[src/rtl/uart_tx_arbiter_pkg.sv]
// rtl/uart_tx_arbiter_pkg.sv - shared state encoding and default sizes for the UART TX arbiter
package uart_tx_arbiter_pkg;

  localparam int NUM_REQ_DEF = 4;
  localparam int DATA_W_DEF  = 8;

  typedef enum logic [1:0] {
    IDLE      = 2'd0,
    START     = 2'd1,
    WAIT_DONE = 2'd2,
    FINISH    = 2'd3
  } arb_state_t;

endpackage

[src/rtl/uart_tx_arbiter_rr_arbiter.sv]
// rtl/uart_tx_arbiter_rr_arbiter.sv - combinational round-robin search: first set req at or above ptr, wrapping
module rr_arbiter #(
  parameter int N = 4,
  localparam int PW = $clog2(N)
) (
  input  logic [N-1:0]  req,
  input  logic [PW-1:0] ptr,
  output logic [PW-1:0] grant,
  output logic          any_req
);

  logic [PW:0] sum;

  always_comb begin
    grant   = '0;
    any_req = 1'b0;
    sum     = '0;
    for (int k = 0; k < N; k++) begin
      // Wrap by subtraction so non-power-of-two N still works.
      sum = {1'b0, ptr} + (PW+1)'(k);
      if (sum >= (PW+1)'(N)) sum = sum - (PW+1)'(N);
      if (!any_req && req[sum[PW-1:0]]) begin
        any_req = 1'b1;
        grant   = sum[PW-1:0];
      end
    end
  end

endmodule

[src/rtl/uart_tx_arbiter.sv]
// rtl/uart_tx_arbiter.sv - round-robin sharing of one UART transmit engine among byte requesters
module uart_tx_arbiter
  import uart_tx_arbiter_pkg::*;
#(
  parameter int NUM_REQ        = NUM_REQ_DEF,
  parameter int DATA_W         = DATA_W_DEF,
  parameter int START_HOLD     = 16,
  parameter int TIMEOUT_CYCLES = 2000000,
  localparam int PW = $clog2(NUM_REQ)
) (
  input  logic                      clk,
  input  logic                      rst,
  input  logic                      enable,
  input  logic [NUM_REQ-1:0]        req_valid,
  input  logic [NUM_REQ*DATA_W-1:0] req_data,
  output logic [NUM_REQ-1:0]        req_ack,
  output logic [NUM_REQ-1:0]        req_done,
  output logic                      tx_start,
  output logic [DATA_W-1:0]         tx_data,
  input  logic                      tx_done,
  output logic                      busy,
  output logic [PW-1:0]             grant_id,
  output logic                      timeout_err,
  input  logic                      clr_err
);

  localparam int HW = $clog2(START_HOLD + 1);
  localparam int TW = $clog2(TIMEOUT_CYCLES + 1);

  arb_state_t        state, state_next;
  logic [PW-1:0]     rr_ptr;
  logic [PW-1:0]     arb_grant;
  logic              arb_any;
  logic [HW-1:0]     hold_cnt;
  logic [TW-1:0]     tmo_cnt;
  logic              timed_out;
  logic              sync1, sync2, hist;
  logic              done_rise;
  logic              take;
  logic              tmo_hit;
  logic [DATA_W-1:0] win_data;

  rr_arbiter #(.N(NUM_REQ)) u_rr (
    .req     (req_valid),
    .ptr     (rr_ptr),
    .grant   (arb_grant),
    .any_req (arb_any)
  );

  assign done_rise = sync2 & ~hist;
  assign take      = enable & arb_any;
  assign tmo_hit   = (tmo_cnt == TW'(TIMEOUT_CYCLES - 1));

  always_comb begin
    win_data = '0;
    for (int i = 0; i < NUM_REQ; i++) begin
      if (arb_grant == PW'(i)) win_data = req_data[i*DATA_W +: DATA_W];
    end
  end

  always_comb begin
    state_next = state;
    req_ack    = '0;
    req_done   = '0;
    tx_start   = 1'b0;
    busy       = (state != IDLE);
    case (state)
      IDLE: begin
        if (take) state_next = START;
      end
      START: begin
        tx_start = 1'b1;
        // hold_cnt is still at its load value only in the first START cycle.
        if (hold_cnt == HW'(START_HOLD - 1)) req_ack[grant_id] = 1'b1;
        if (hold_cnt == '0) state_next = WAIT_DONE;
      end
      WAIT_DONE: begin
        if (done_rise || tmo_hit) state_next = FINISH;
      end
      FINISH: begin
        if (!timed_out) req_done[grant_id] = 1'b1;
        state_next = IDLE;
      end
      default: state_next = IDLE;
    endcase
  end

  always_ff @(posedge clk or negedge rst) begin
    if (!rst) begin
      state       <= IDLE;
      rr_ptr      <= '0;
      grant_id    <= '0;
      tx_data     <= '0;
      hold_cnt    <= '0;
      tmo_cnt     <= '0;
      timed_out   <= 1'b0;
      timeout_err <= 1'b0;
      sync1       <= 1'b0;
      sync2       <= 1'b0;
      hist        <= 1'b0;
    end else begin
      state <= state_next;
      sync1 <= tx_done;
      sync2 <= sync1;
      hist  <= sync2;

      // A fresh timeout takes precedence over a simultaneous clear.
      if (state == WAIT_DONE && tmo_hit && !done_rise) timeout_err <= 1'b1;
      else if (clr_err)                                timeout_err <= 1'b0;

      case (state)
        IDLE: begin
          if (take) begin
            grant_id  <= arb_grant;
            tx_data   <= win_data;
            hold_cnt  <= HW'(START_HOLD - 1);
            timed_out <= 1'b0;
          end
        end
        START: begin
          if (hold_cnt == '0) tmo_cnt <= '0;
          else                hold_cnt <= hold_cnt - HW'(1);
        end
        WAIT_DONE: begin
          tmo_cnt <= tmo_cnt + TW'(1);
          if (tmo_hit && !done_rise) timed_out <= 1'b1;
        end
        FINISH: begin
          rr_ptr <= (grant_id == PW'(NUM_REQ - 1)) ? '0 : grant_id + PW'(1);
        end
        default: ;
      endcase
    end
  end

endmodule

[config.mk]
export PLATFORM = sky130hd
export DESIGN_NAME = uart_tx_arbiter
export DESIGN_NICKNAME = d
export VERILOG_FILES = /design/src/rtl/uart_tx_arbiter_pkg.sv /design/src/rtl/uart_tx_arbiter_rr_arbiter.sv /design/src/rtl/uart_tx_arbiter.sv
export SDC_FILE = /design/constraint.sdc
export NUM_CORES = 1
export LEC_CHECK = 0
export CAP_MARGIN = 30
export CORE_UTILIZATION = 46
export DETAILED_ROUTE_END_ITERATION = 8
export PLACE_DENSITY_LB_ADDON = 0.05
export SLEW_MARGIN = 20
export SYNTH_ARGS = -nofsm -noshare
export SYNTH_HDL_FRONTEND = slang
export SYNTH_HIERARCHICAL = 1
export SYNTH_SLANG_ARGS = --single-unit
[constraint.sdc]
create_clock -name clk -period 2 [get_ports clk]
set_input_delay 0.6 -clock clk [delete_from_list [all_inputs] [get_ports clk]]
set_output_delay 0.6 -clock clk [all_outputs]
set_load 0.02 [all_outputs]
---- Yosys cells after proc, flatten, opt, wreduce, memory -nomap -nowiden ----
Index checks and enable logic that the tools add are counted.
word-level totals
  bits in registers ....................... 45
  input bits .............................. 41
  output and inout bits ................... 21
  word-level logic and storage cells ...... 119
operators by class
  $add $sub $neg .......................... 10
  magnitude comparators ................... 10
  eq/ne operators ......................... 14
  muxes and demuxes ....................... 46
  bitwise logic cells ..................... 3
  reduce and logical (&&, ||, !) cells .... 25
operators with widths
  cell                                                      count
  case mux 21 bit (2 select lines)                          1
  2-to-1 mux 8 bit                                          4
  2-to-1 mux 2 bit                                          12
  adder 21 x 1 -> 21 bit, second input constant             1
  equality test 21 bit, second input constant               1
  2-to-1 mux 21 bit                                         1
  2-to-1 mux 4 bit                                          4
  < comparator 2 x 3 -> 1 bit, second input constant        5
  2-to-1 mux 1 bit                                          14
  equality test 2 bit, second input constant                5
  2-to-1 mux 5 bit                                          2
  case mux 5 bit (2 select lines)                           1
  nonzero test 2 bit                                        5
  greater-or-equal comparator 3 bit, second input constant  3
  AND reduction 3 bit                                       3
  binary-select mux 1 bit (select 2 bit)                    4
  inequality test 2 bit, second input constant              4
  case mux 2 bit (4 select lines)                           1
  subtractor 2 x 1 -> 2 bit, second input constant          4
  logical AND 1 bit                                         7
  adder 2 x 2 -> 3 bit, second input constant               2
  equality test 5 x 4 -> 1 bit, second input constant       1
  zero test 5 bit                                           1
  subtractor 5 x 1 -> 5 bit, second input constant          1
  14 further kinds                                          21

---- Longest topological paths before layout ----
Gate-level depths: netlist of run 1.
  depth in word-level cells ............... 19
  gate-level depth with buffers ........... 8
  mapped depth without buffers ............ 6

---- Modules after synthesis ----
Netlist of run 1, hierarchy kept.
by module, submodules not included
  module           instances  cells an instance  area each (um2)  sequential area each (um2)
  uart_tx_arbiter  1          259                2698.8           1126.1
  rr_arbiter       1          15                 77.6             0.0

---- Least setup slack after synthesis of run 1 ----
OpenSTA, ideal clock, no wires.
  path type ............................... input-to-reg
  start point ............................. input port req_valid[1]
  end point ............................... register tx_data[0]
  library setup time ...................... 0.125 ns
  arrival time ............................ 2.350 ns
  data required time ...................... 1.875 ns
  slack ................................... -0.475 ns
  stages on the path ...................... 6
  path buffers ............................ 1
  cells stage by stage .................... inv_1 > a221o_1 > a21oi_1 > clkbuf_1 > mux4_2 > mux2_2
between the ends
  longest elaborated chain between the ends .. 17
  elaborated cells between the ends (all ways) .. 32
  classes of those cells .................. eq/ne: 3; mux: 20; bitwise: 1; reduce/logical: 8
ends and longest elaborated chain
  item                                    RTL line                          text
  start: declaration                      uart_tx_arbiter.sv:14             input logic [NUM_REQ-1:0] req_valid,
  binary-select mux 1 bit (select 2 bit)  uart_tx_arbiter_rr_arbiter.sv:22  if (!any_req && req[sum[PW-1:0]]) begin
  2-to-1 mux 1 bit (not written as such)  uart_tx_arbiter_rr_arbiter.sv:22
  2-to-1 mux 1 bit                        uart_tx_arbiter_rr_arbiter.sv:22
  zero test 1 bit                         uart_tx_arbiter_rr_arbiter.sv:22
  logical AND 1 bit                       uart_tx_arbiter_rr_arbiter.sv:22
  2-to-1 mux 1 bit                        uart_tx_arbiter_rr_arbiter.sv:22
  zero test 1 bit                         uart_tx_arbiter_rr_arbiter.sv:22
  logical AND 1 bit                       uart_tx_arbiter_rr_arbiter.sv:22
  2-to-1 mux 1 bit                        uart_tx_arbiter_rr_arbiter.sv:22
  zero test 1 bit                         uart_tx_arbiter_rr_arbiter.sv:22
  logical AND 1 bit                       uart_tx_arbiter_rr_arbiter.sv:22
  2-to-1 mux 2 bit (*)                    uart_tx_arbiter_rr_arbiter.sv:22
  via arb_grant[0]                        uart_tx_arbiter.sv:32             logic [PW-1:0] arb_grant;
  zero test 2 bit                         uart_tx_arbiter.sv:57             if (arb_grant == PW'(i)) win_data = req_data[i*DATA_W +: DATA_W];
  2-to-1 mux 8 bit (3 in a row)           uart_tx_arbiter.sv:57
  2-to-1 mux 8 bit (*)                    uart_tx_arbiter.sv:57
  end signal: assignment                  uart_tx_arbiter.sv:115            tx_data <= win_data;
  end: declaration                        uart_tx_arbiter.sv:19             output logic [DATA_W-1:0] tx_data,
The timed path passes the listed nets; every way through them passes the cells marked *. The select of a mux whose other input is x is not followed.
A chain may end at the register's enable or synchronous reset.

---- Worst setup path in the final report of run 1 ----
  start point ............................. register state[0]
  end point ............................... output port req_done[3]
between the ends
  longest elaborated chain between the ends .. 2
ends and longest elaborated chain
  item                      RTL line                text
  start: declaration        uart_tx_arbiter.sv:30   arb_state_t state, state_next;
  start signal: assignment  uart_tx_arbiter.sv:102  state <= state_next;
  equality test 2 bit       uart_tx_arbiter.sv:67   case (state)
  2-to-1 mux 4 bit          uart_tx_arbiter.sv:67
  end: declaration          uart_tx_arbiter.sv:17   output logic [NUM_REQ-1:0] req_done,
No other way between the ends.

==> results of run 1 <==
## stage by stage
stage                     std cells  worst slack [ns]  hold slack [ns]  TNS (ns)  utilization
after global routing            451            -0.136            0.269     -2.28        0.737
final                           451           -0.0825            0.261    -0.648        0.737
after CTS                       446            -0.106            0.268    -0.889        0.698
after floorplan                 274            -0.114            0.304    -0.910            -
after global placement          434            -0.662            0.336    -10.30        0.663
after detailed placement        434            -0.703            0.345    -11.23        0.663
## routing by layer
metal	global-route usage	wire length, µm
met5	0	0
met1	0.287	3070
met3	0.0457	279
met2	0.392	3790
met4	0.0891	122
## what timing repair did
| item | in CTS | in global routing |
|---|---|---|
| pin swaps | 9 | 13 |
| buffers inserted | 4 | 5 |
| cloned | 1 | 1 |
| endpoints found under the setup margin | 40 | 38 |
| resized for setup | 87 | 45 |
## flip-flops by register name, summed over array words and instances (netlist names)
signal / count
tmo_cnt: 21
tx_data: 8
hold_cnt: 5
grant_id: 2
rr_ptr: 2
state: 2
hist: 1
sync1: 1
sync2: 1
timed_out: 1
timeout_err: 1
## cell usage after synthesis, types with 2 or more instances
cell	number
nand4_1	9
or4_1	15
and3_1	3
mux2_2	14
nand2b_1	5
nor2b_1	2
nand3_1	14
mux2i_1	4
nand2_1	17
and2_1	10
o31ai_1	14
buf_2	2
o211ai_1	2
dfrtp_1	45
or3_1	2
ha_1	11
buf_6	2
and4_1	4
a21oi_1	25
nor4_1	2
mux4_2	8
inv_1	17
clkbuf_1	8
nor2_1	8
o21ai_0	11
## cells by family after synthesis
group                    synth area share
flip-flops                          0.406
AO/OA/AOI/OAI                       0.136
multiplexers                        0.141
adder cells (fa/ha/maj)            0.0496
AND/OR/NAND/NOR                     0.218
XOR/XNOR                          0.00316
buffers and inverters              0.0469
## layout make-up
cell class / count / share of cell area
clock buffer: 7 / 0.0206
multi-input combinational: 199 / 0.420
timing repair buffer: 110 / 0.251
inverter: 18 / 0.0167
tap: 72 / 0.0215
sequential: 45 / 0.269
## power by group
group / switching (µW) / internal (µW)
Clock: 315 / 275
Combinational: 1250 / 1440
Sequential: 170 / 1130
## how the worst max path moves through the flow
| stage | depth (start not counted) | slack (ns) | endpoint |
|---|---|---|---|
| 2_1_floorplan | 6 | -0.11 | tx_data[0]$_DFFE_PN0P_ |
| 3_3_place_gp | 7 | -0.66 | tx_data[4]$_DFFE_PN0P_ |
| 3_5_place_dp | 7 | -0.70 | tx_data[5]$_DFFE_PN0P_ |
| 4_1_cts | 6 | -0.11 | req_ack[0] |
| 5_1_grt | 9 | -0.14 | tmo_cnt[17]$_DFFE_PN0P_ |
| 6_report | 5 | -0.08 | req_done[3] |
## worst max-delay path, cell delays in order (launching register included)
cell and delay (ns):
dfrtp_1 0.42, buf_4 0.15, ha_2 0.18, nor2b_4 0.13
and2_1 0.15, buf_2 0.15
==> results.json, run 1 <==
{
  "antenna_left": 0,
  "core_area_um2": 5680,
  "io_buffers": 61,
  "antenna_found_initial": 0,
  "cts-root-buf": "clkbuf_8",
  "fmax_mhz": 480,
  "syn2layout_area_growth_pct": 50.7,
  "p_total_uw": 4580,
  "hold_viol_final": 0,
  "yosys.area.top_type": "dfrtp_1",
  "clk_path_buf_depth": 2,
  "cp_max_fo": 4,
  "finalCritPeriodShare": 1.04,
  "power_density_nw_per_um2": 1090,
  "fp-row-count": 27,
  "h-tree-depth": 2,
  "regArea_um2": 1130,
  "ys_ff_latch": 45,
  "nFillCells": 416,
  "drt_pass1_iterations": 5,
  "rsz0062_at_grt": "true",
  "drv_slew": 0,
  "syn_nets": 326,
  "rrSetupSlack_ns": -0.05,
  "violations": "setup timing",
  "post_drt_via_cell_ratio": 5.74,
  "synth_cell_types": 45,
  "ir_drop_uv": 950,
  "syn_avg_cell_area_um2": 10.1,
  "gp_congestion": 0.819,
  "wl_um": 7270,
  "reg2reg_from": "hold_cnt[0]$_DFFE_PN0P_",
  "finalInstanceArea_um2": 4180,
  "vias": 2590,
  "yosysSeqAreaShare": 0.406,
  "reg2reg_depth": 9,
  "synth_edf_count": 0,
  "hpwlAfterDp_um": 4960,
  "cp-end-kind": "primary output",
  "startpoint": "state[0]$_DFFE_PN0P_",
  "cts_tree": "done",
  "cp.arrival_ns": 1.48,
  "ios": 62,
  "wire_per_inst_um": 16.1,
  "setup_violations": 15,
  "hp-class": "in2async",
  "grt_pass1_wl_um": 11100,
  "synth_area_leaders": "dfrtp_1, mux4_2, mux2_2",
  "worst_pin_slew_ns": 0.628,
  "fin_skew_ns": 0.00823,
  "multi_input_comb_area_um2": 1760,
  "die_w_um": 79.7,
  "regToRegEndpoint": "tmo_cnt[17]$_DFFE_PN0P_",
  "fin_nets": 431,
  "grt_max_degree": 46,
  "drive_gt1_frac": 0.385,
  "grt_pass1_vias": 2487,
  "p_leak_uw": 0.00174,
  "drt-initial-drc-count": 147,
  "hold_buffers": 0,
  "clk_pin_slew_ns": 0.09,
  "die_y_um": 79.7,
  "dieArea_um2": 6350,
  "drc": 0,
  "period_minus_slack_ns": 2.08,
  "netlist_instances": 274,
  "slew_headroom": 0.577,
  "crit_type": "reg2out",
  "status": "finished, violations left",
  "synth_ff_type": "dfrtp_1",
  "grt_overflow": 0,
  "start_kind": "flip-flop",
  "cap_violations": 0,
  "yosysWarnings": 6,
  "synth.top_cell.area_share": 0.406,
  "place_area_um2": 3760,
  "initial_utilization": 0.489,
  "layout_commonest_cell": "dfrtp_1",
  "n_antenna_cell": 0,
  "required_ns": 1.40,
  "cts_buffers": 5,
  "grt_use_total": 0.231,
  "syn-cell-area_um2": 2780,
  "cts.sinks": 45,
  "mostFrequentLayoutCells": "dfrtp_1, clkdlybuf4s50_1, buf_4",
  "clkLatencyLatePin_ns": 0.31,
  "async_flop_share": 1.00,
  "worst_slack_ns": -0.0825
}
Power figures use the tool's default switching activity.
==> run 2: changes to the inputs <==
CTS_CLUSTER_SIZE = 40   (was unset)
SKIP_LAST_GASP = 1   (was unset)
==> run 2 against run 1 <==
Net effect: the run still ends with setup timing left; design area up 2.5%; critical path depth unchanged; utilization up 1.9 points; sequential share of layout area down 0.66 points; sequential power about the same; die area unchanged; power up 3.6%; final cell count up 0.67%; clock power about the same; worst setup slack better by 0.00070 ns; worst hold slack worse by 0.0047 ns; critical endpoint unchanged; largest cell class unchanged.
==> results.json, run 2 (synthesis gave the netlist of run 1 again) <==
{
  "rrSetupSlack_ns": -0.08,
  "h-tree-depth": 2,
  "ir_drop_uv": 898,
  "regToRegEndpoint": "tmo_cnt[15]$_DFFE_PN0P_",
  "slowest_delay_ns": 0.42,
  "grt_use_total": 0.230,
  "gp_congestion": 0.819,
  "tns_ns": -0.914,
  "mostFrequentLayoutCells": "dfrtp_1, clkdlybuf4s50_1, buf_4",
  "cp-end-kind": "primary output",
  "fin_nets": 434,
  "grt_max_degree": 46,
  "reg_top3": "tmo_cnt: 21 flops, tx_data: 8 flops, hold_cnt: 5 flops",
  "vias": 2590,
  "top_register": "tmo_cnt",
  "post-route-util": 0.756,
  "drive_gt1_frac": 0.406,
  "cap_violations": 0,
  "hp-class": "in2async",
  "setup_violations": 22,
  "drv_slew": 0,
  "wire_per_inst_um": 16.7,
  "period_minus_slack_ns": 2.08,
  "power_density_nw_per_um2": 1110,
  "slew_headroom": 0.596,
  "violations": "setup timing",
  "reg2reg_depth": 9,
  "core_area_um2": 5680,
  "cts_tree": "done",
  "dieArea_um2": 6350,
  "clkLatencyLatePin_ns": 0.31,
  "cp_cell_sequence": "buf_4 -> ha_2 -> nor2b_4 -> and2_1 -> buf_2",
  "syn2layout_area_growth_pct": 54.5,
  "initial_utilization": 0.489,
  "worst_slack_ns": -0.0818,
  "cts-root-buf": "clkbuf_8",
  "wl_um": 7600,
  "hold_viol_final": 0,
  "fp-row-count": 27,
  "drt-initial-drc-count": 120,
  "path_delay_family": "flip-flops",
  "die_y_um": 79.7,
  "finalCritPeriodShare": 1.04,
  "dp_cells": 434,
  "cp.arrival_ns": 1.48,
  "layout_commonest_cell": "dfrtp_1",
  "clk_pin_slew_ns": 0.09,
  "required_ns": 1.40,
  "cts_buffers": 5,
  "status": "finished, violations left",
  "p_leak_uw": 0.00178,
  "io_buffers": 61,
  "worst_pin_slew_ns": 0.600,
  "antenna_found_initial": 0,
  "rsz0062_at_grt": "true",
  "p_total_uw": 4740,
  "hpwlAfterDp_um": 4960,
  "clk_path_buf_depth": 2,
  "reg2reg_from": "hold_cnt[0]$_DFFE_PN0P_",
  "start_kind": "flip-flop",
  "n_antenna_cell": 0,
  "post_drt_via_cell_ratio": 5.70,
  "fmax_mhz": 480,
  "drt_pass1_iterations": 4,
  "largest_reg_flops": 21,
  "crit_type": "reg2out",
  "fin_skew_ns": 0.0101,
  "cts.sinks": 45,
  "crit_buf_inv": 2,
  "grt_overflow": 0,
  "grt_pass1_wl_um": 11100,
  "die_w_um": 79.7,
  "cp_slowest_cell": "dfrtp_1",
  "hold_buffers": 0,
  "drc": 0,
  "fin_cells": 454,
  "cp_max_fo": 4,
  "antenna_left": 0,
  "ios": 62,
  "grt_pass1_vias": 2481
}
-- run 2: cell types whose count changed in the layout (fill, tap and decap cells not counted), sizes merged --
cell	delta
buf	+1
clkbuf	+2
-- run 2: cell type report --
class                   count  area (µm²)
well taps                  72        90.1
fillers                   392        1390
multi-input cells         199        1800
inverters                  18        72.6
flip-flops and latches     45        1130
repair buffers            113        1110
clock buffers               7        86.3
-- run 2: report_power, final --
part	internal (µW)	switching, µW	leakage [µW]
clock	275	318	0.0000443
combinational	1550	1300	0.00116
sequential	1130	170	0.000571
-- run 2: worst max-delay path by stage --
| stage | startpoint | end | slack [ns] | cells past startpoint |
|---|---|---|---|---|
| after floorplan | req_valid[1] | tx_data[0]$_DFFE_PN0P_ | -0.11 | 6 |
| after CTS | state[1]$_DFFE_PN0P_ | req_ack[0] | -0.11 | 6 |
| after global routing | hold_cnt[1]$_DFFE_PN0P_ | tmo_cnt[15]$_DFFE_PN0P_ | -0.18 | 9 |
| final | state[0]$_DFFE_PN0P_ | req_done[3] | -0.08 | 5 |
| after detailed placement | req_valid[1] | tx_data[5]$_DFFE_PN0P_ | -0.70 | 7 |
| after global placement | req_valid[1] | tx_data[4]$_DFFE_PN0P_ | -0.66 | 7 |
-- run 2: stage by stage --
stage | setup slack (ns) | hold WS [ns] | area [µm²]
floorplan | -0.114 | 0.304 | 2800
global placement | -0.662 | 0.336 | 3760
detailed placement | -0.703 | 0.345 | 3760
CTS | -0.106 | 0.268 | 3940
global route | -0.184 | 0.269 | 4290
finish | -0.0818 | 0.256 | 4290
-- run 2: repair_timing --
item                                    in CTS  in global routing
endpoints found under the setup margin      40                 41
gates resized for setup                     82                 60
gates cloned                                 1                  3
setup buffers                                4                  6
pin swaps                                    9                 25
-- run 2: metal layers --
metal | up-vias | global-route usage | part of all wire
met2 | 59 | 0.391 | 0.53
met4 | 0 | 0.0891 | 0.015
met1 | 1274 | 0.286 | 0.42
met3 | 9 | 0.0457 | 0.037
met5 | - | 0 | 0
li1 | 1248 | - | -
==> run 3: changes to the inputs <==
RECOVER_POWER = 25   (was unset)
==> run 3 against run 2 <==
Net effect: the run still ends with setup timing left; clock skew about the same; worst setup slack about the same; sequential share of layout area increased by 0.092 points; final cell count unchanged; largest power group unchanged; via count increased by 0.58%; sequential power about the same; critical path type unchanged; flip-flop and latch count unchanged; wire length about the same; utilization decreased by 0.26 points; fmax about the same; clock power about the same; largest cell class unchanged.
==> results.json, run 3 (synthesis gave the netlist of run 1 again) <==
{
  "finalCritPeriodShare": 1.04,
  "die_w_um": 79.7,
  "grt_pass1_vias": 2481,
  "dieArea_um2": 6350,
  "drt_pass1_iterations": 4,
  "clkLatencyLatePin_ns": 0.31,
  "period_minus_slack_ns": 2.08,
  "pwr-share-clk": 0.125,
  "rsz0062_at_grt": "true",
  "startpoint": "state[0]$_DFFE_PN0P_",
  "post_drt_via_cell_ratio": 5.74,
  "fmax_mhz": 480,
  "drv_slew": 0,
  "clk_pin_slew_ns": 0.08,
  "power_density_nw_per_um2": 1110,
  "status": "finished, violations left",
  "grt_use_total": 0.230,
  "hold_slack_ns": 0.361,
  "p_leak_uw": 0.00178,
  "cp-endpoint": "req_done[3]",
  "drive_gt1_frac": 0.406,
  "cts-root-buf": "clkbuf_8",
  "violations": "setup timing",
  "reg2reg_depth": 9,
  "worst_pin_slew_ns": 1.14,
  "required_ns": 1.40,
  "antenna_left": 0,
  "io_buffers": 61,
  "ir_drop_uv": 896,
  "cts_buffers": 5,
  "reg_top3": "tmo_cnt: 21 flops, tx_data: 8 flops, hold_cnt: 5 flops",
  "slew_headroom": 0.243,
  "pwr-share-comb": 0.600,
  "wire_per_inst_um": 16.7,
  "initial_utilization": 0.489,
  "regToRegEndpoint": "tmo_cnt[15]$_DFFE_PN0P_",
  "clk_path_buf_depth": 2,
  "fin_nets": 434,
  "antenna_found_initial": 0,
  "largest_reg_flops": 21,
  "hpwlAfterDp_um": 4960,
  "cap_violations": 0,
  "hp-class": "reg2reg",
  "vias": 2605,
  "syn2layout_area_growth_pct": 53.9,
  "worst_slack_ns": -0.0821,
  "cts_tree": "done",
  "drc": 0,
  "seqPwrFrac": 0.275,
  "ios": 62,
  "h-tree-depth": 2,
  "hold_viol_final": 0,
  "cp-end-kind": "primary output",
  "post-route-util": 0.753,
  "start_kind": "flip-flop",
  "crit_type": "reg2out",
  "drt-initial-drc-count": 125,
  "top_register": "tmo_cnt",
  "n_antenna_cell": 0,
  "rrSetupSlack_ns": -0.08,
  "grt_pass1_wl_um": 11100,
  "pre_cts_ws_ns": -0.703,
  "cts.sinks": 45,
  "wl_um": 7600,
  "nFillCells": 394,
  "grt_overflow": 0,
  "cp_max_fo": 4,
  "core_area_um2": 5680,
  "mostFrequentLayoutCells": "dfrtp_1, clkdlybuf4s50_1, buf_4",
  "grt_max_degree": 46,
  "intPower_uw": 2950,
  "swShare": 0.378,
  "layout_commonest_cell": "dfrtp_1",
  "die_y_um": 79.7,
  "fp-row-count": 27,
  "setup_violations": 22,
  "cp.arrival_ns": 1.48,
  "reg2reg_from": "hold_cnt[0]$_DFFE_PN0P_",
  "hold_buffers": 0,
  "fin_skew_ns": 0.0101,
  "gp_congestion": 0.819,
  "power_switching_uw": 1790,
  "tns_ns": -0.914
}
-- run 3: area by class of cell --
type                    count  area, µm²  share of cell area
repair buffers            113       1090               0.256
clock buffers               7       86.3              0.0202
well taps                  72       90.1              0.0211
inverters                  18       72.6              0.0170
flip-flops and latches     45       1130               0.263
multi-input cells         199       1800               0.422
-- run 3: worst min path at each step --
stage,startpoint,endpoint,slack [ns],cells after the start
after detailed placement,sync1$_DFF_PN0_,sync2$_DFF_PN0_,0.35,0
after global placement,sync1$_DFF_PN0_,sync2$_DFF_PN0_,0.34,0
after CTS,rst,tmo_cnt[7]$_DFFE_PN0P_,0.27,2
final,sync1$_DFF_PN0_,sync2$_DFF_PN0_,0.36,0
after global routing,sync1$_DFF_PN0_,sync2$_DFF_PN0_,0.37,0
after floorplan,rst,grant_id[0]$_DFFE_PN0P_,0.30,0
-- run 3: what timing repair did --
action,CTS,global route
endpoints found under the setup margin,40,41
pin swaps,9,25
endpoints found under the hold margin,0,0
setup buffers,4,6
gates cloned,1,3
resized for setup,82,60
-- run 3: worst max-delay path, cell delays in order (launching register included) --
cell and delay (ns):
dfrtp_1 0.42, buf_4 0.15, ha_2 0.18, nor2b_4 0.13, and2_1 0.15, buf_2 0.15
-- run 3: power groups by stage --
stage                     Combinational [µW]  Sequential [µW]  Clock, µW
after floorplan                         1240             1440          0
after global placement                  2320             1280          0
after detailed placement                2360             1300          0
after CTS                               2490             1300        605
after global routing                    3080             1330        649
final                                   2840             1300        594
-- run 3: through the flow --
step | std cells | total power (µW) | instance area (µm²)
2_1_floorplan | 274 | 2680 | 2800
3_3_place_gp | 434 | 3600 | 3760
3_5_place_dp | 434 | 3660 | 3760
4_1_cts | 446 | 4390 | 3940
5_1_grt | 454 | 5060 | 4270
6_report | 454 | 4740 | 4270
-- run 3: metal layers --
metal  part of all wire  track usage  up-vias
met3              0.043       0.0457        9
met4              0.015       0.0891        0
met5                  0            0        -
met2               0.53        0.391       66
met1               0.41        0.286     1282
li1                   -            -     1248
==> RTL change: new RTL, flow settings as in run 3 <==
`NUM_REQ_DEF`: 4 -> 2.
--- a/src/rtl/uart_tx_arbiter_pkg.sv
+++ b/src/rtl/uart_tx_arbiter_pkg.sv
@@ -1,7 +1,7 @@
 // rtl/uart_tx_arbiter_pkg.sv - shared state encoding and default sizes for the UART TX arbiter
 package uart_tx_arbiter_pkg;
 
-  localparam int NUM_REQ_DEF = 4;
+  localparam int NUM_REQ_DEF = 2;
   localparam int DATA_W_DEF  = 8;
 
   typedef enum logic [1:0] {
Ports: changed (5 resized); port bits go from 62 to 39. The function was not compared with the original's and may differ.
==> RTL change against run 3 <==
- the run still ends with setup timing left
- power fell by 9.7%
- sequential cell count down 2
- maximum frequency decreased by 5.4%
- synthesized area fell by 16%
- final area is 14% lower
- utilization grew 0.59 points
- wire length decreased by 15%
- sequential power down 4%
- die area shrank 15%
- setup slack lost 0.12 ns
- synthesized cell count fell by 10%
- critical path type unchanged
==> RTL change: results (changes against run 3) <==
Clock tree
  • Worst-Skew Late Latency: approximately 0.3 ns
  • Number of H-tree levels: 2 (unchanged)
  • TritonCTS buffer count: 5 (unchanged)
  • Max clock buf depth: 2 (unchanged)
  • Worst-path clk slew: 0.08 ns (about the same)
  • CTS root buf: clkbuf_8

Power
  • Leak Pwr: 0.001528 uW (-14%)
  • Maximum vdd drop: 0.9411 mV (+5.0%)
  • Power Dens Cells: 1170 nW/um^2 (+5.6%)

Setup path
  • Setup crit start: state[1]
  • CP Data Arrival Time: 1.60 ns (+0.12 ns)
  • Crit path max fanout: 2 (-2)
  • Worst R2R End: tmo_cnt[11]
  • Capture point of the worst path: req_ack[0]
  • R2R setup slack: -0.15 ns (-0.07 ns)
  • R2R cell count: 6 (-3)
  • Worst flop-to-flop path startpoint: hold_cnt[0]

Route
  • M1 wire length: 2779 microns (-12%)
  • Highest routed layer: met4
  • Wire length on met2: 3351 microns (-16%)
  • Met3 wire len: 208 microns (-36%)
  • Final wirelength: 6457 microns (-15%)
  • Initial DRC count: 117 (-6.4%)
  • Vias per cell: 5.505 (-4.1%)

Timing
  • # setup viols final: 14 (-36%)
  • Setup TNS: -1.342 ns (-0.4287 ns)
  • Post-route setup slack: -0.2009 ns (-0.1188 ns)
  • Slew @ Worst Pin: 1.078 ns (-0.05824 ns)
  • Clock Skew: 0.008545 ns (-0.001600 ns)

Hold path
  • Min-Delay Path Class: reg2reg

Synth
  • Largest cells by area after synthesis: dfrtp_1 (46%), mux2i_1 (4.7%), nand2_1 (4.2%)
  • Number of flops mapped to enable cells by yosys: 0 (unchanged)
  • Post-synth top flop: dfrtp_1
  • Most frequent cells after synthesis: dfrtp_1 (43), nand2_1 (26), a21oi_1 (19), inv_1 (15), o21ai_0 (14)
  • Yosys cell types: 47 (+4.4%)
  • Yosys warns: 6 (unchanged)
  • Average size of a mapped cell: 9.496 sq um (-6.3%)
  • Sequential fraction of the synthesis area: 46.06% (+5.5 points)
  • Synthesized Nets: 276 (-15%)

Global routing
  • First-pass GRT wire length: 9466 microns (-15%)
  • Largest net degree at the start of global routing: 44 (-4.3%)
  • Vias in the first global route: 2105 (-15%)
  • Tot GR Track Use: 23.29% (+0.26 points)
  • Global Route met3 Usage: 3.841% (-0.73 points)
  • Grt met2 use: 40.95% (+1.8 points)
  • M1 GR Usage: 29.09% (+0.50 points)

Placed design
  • Number of I/O port buffers: 38 (-38%)
  • Placed cell area: 3149 sq um (-16%)
  • GPL Wtd Cong: 0.7742 (-5.5%)
  • Dpl cells: 391 (-9.9%)
  • Setup WS pre-CTS: -0.4088 ns (+0.2945 ns)
  • Hpwl dp: 3990 microns (-20%)

Outcome
  • Violated checks: setup timing
  • Status: finished, violations left

Cells and area
  • Final std cells w/o fill: 410 (-9.7%)
  • # fillers: 352 (-11%)
  • Layout Nets: 372 (-14%)
  • Ratio of cells with drive above 1 in the final layout: 39.94% (-0.63 points)
## RTL change: logic make-up after synthesis
kind of cell / count (synthesis) / share of synthesized area (%)
compound gates: 60 / 16.44
fa+ha+maj: 7 / 3.749
simple gates: 93 / 21.96
xor+xnor: 3 / 1.125
flops: 43 / 46.06
buf+inv: 26 / 4.499
mux: 14 / 6.160
## RTL change: power breakdown
group | internal [uW] | switching, uW | total [uW]
Sequential | 1080 | 172 | 1250
Clock | 405 | 323 | 728
Combinational | 1130 | 1170 | 2300
## RTL change: final cells by class
type	instances	area share, %
inverter	15	1.540
timing repair buffer	99	23.27
tap	67	2.293
clock inverter	2	0.9582
clock buffer	6	2.259
multi-input combinational	178	40.25
sequential	43	29.43
## RTL change: timing repair
item	in CTS	in global routing
pin swaps	3	14
gates resized for setup	51	51
gates cloned	1	1
setup buffers	1	8
hold buffers	0	0
setup endpoints to repair	30	27
## RTL change: worst min path at each step
stage	from	end	slack, ns	depth (start not counted)
after floorplan	rst	grant_id	0.30	0
after global placement	sync1	sync2	0.33	0
after detailed placement	sync1	sync2	0.34	0
after CTS	sync1	sync2	0.35	0
after global routing	sync1	sync2	0.37	0
final	sync1	sync2	0.35	0
## RTL change: worst max-delay path, cell delays in order, from the launching register on
cell and delay, ns:
dfrtp_1 0.39, inv_2 0.08, ha_4 0.13, inv_2 0.04
or3_4 0.42, nor2_4 0.12, buf_6 0.11
## RTL change: metrics by stage
step / hold slack, ns / total power, uW
4_1_cts: 0.3547 / 3946
5_1_grt: 0.3654 / 4496
3_5_place_dp: 0.3356 / 3087
2_1_floorplan: 0.3044 / 2184
6_report: 0.3538 / 4277
3_3_place_gp: 0.3344 / 3046
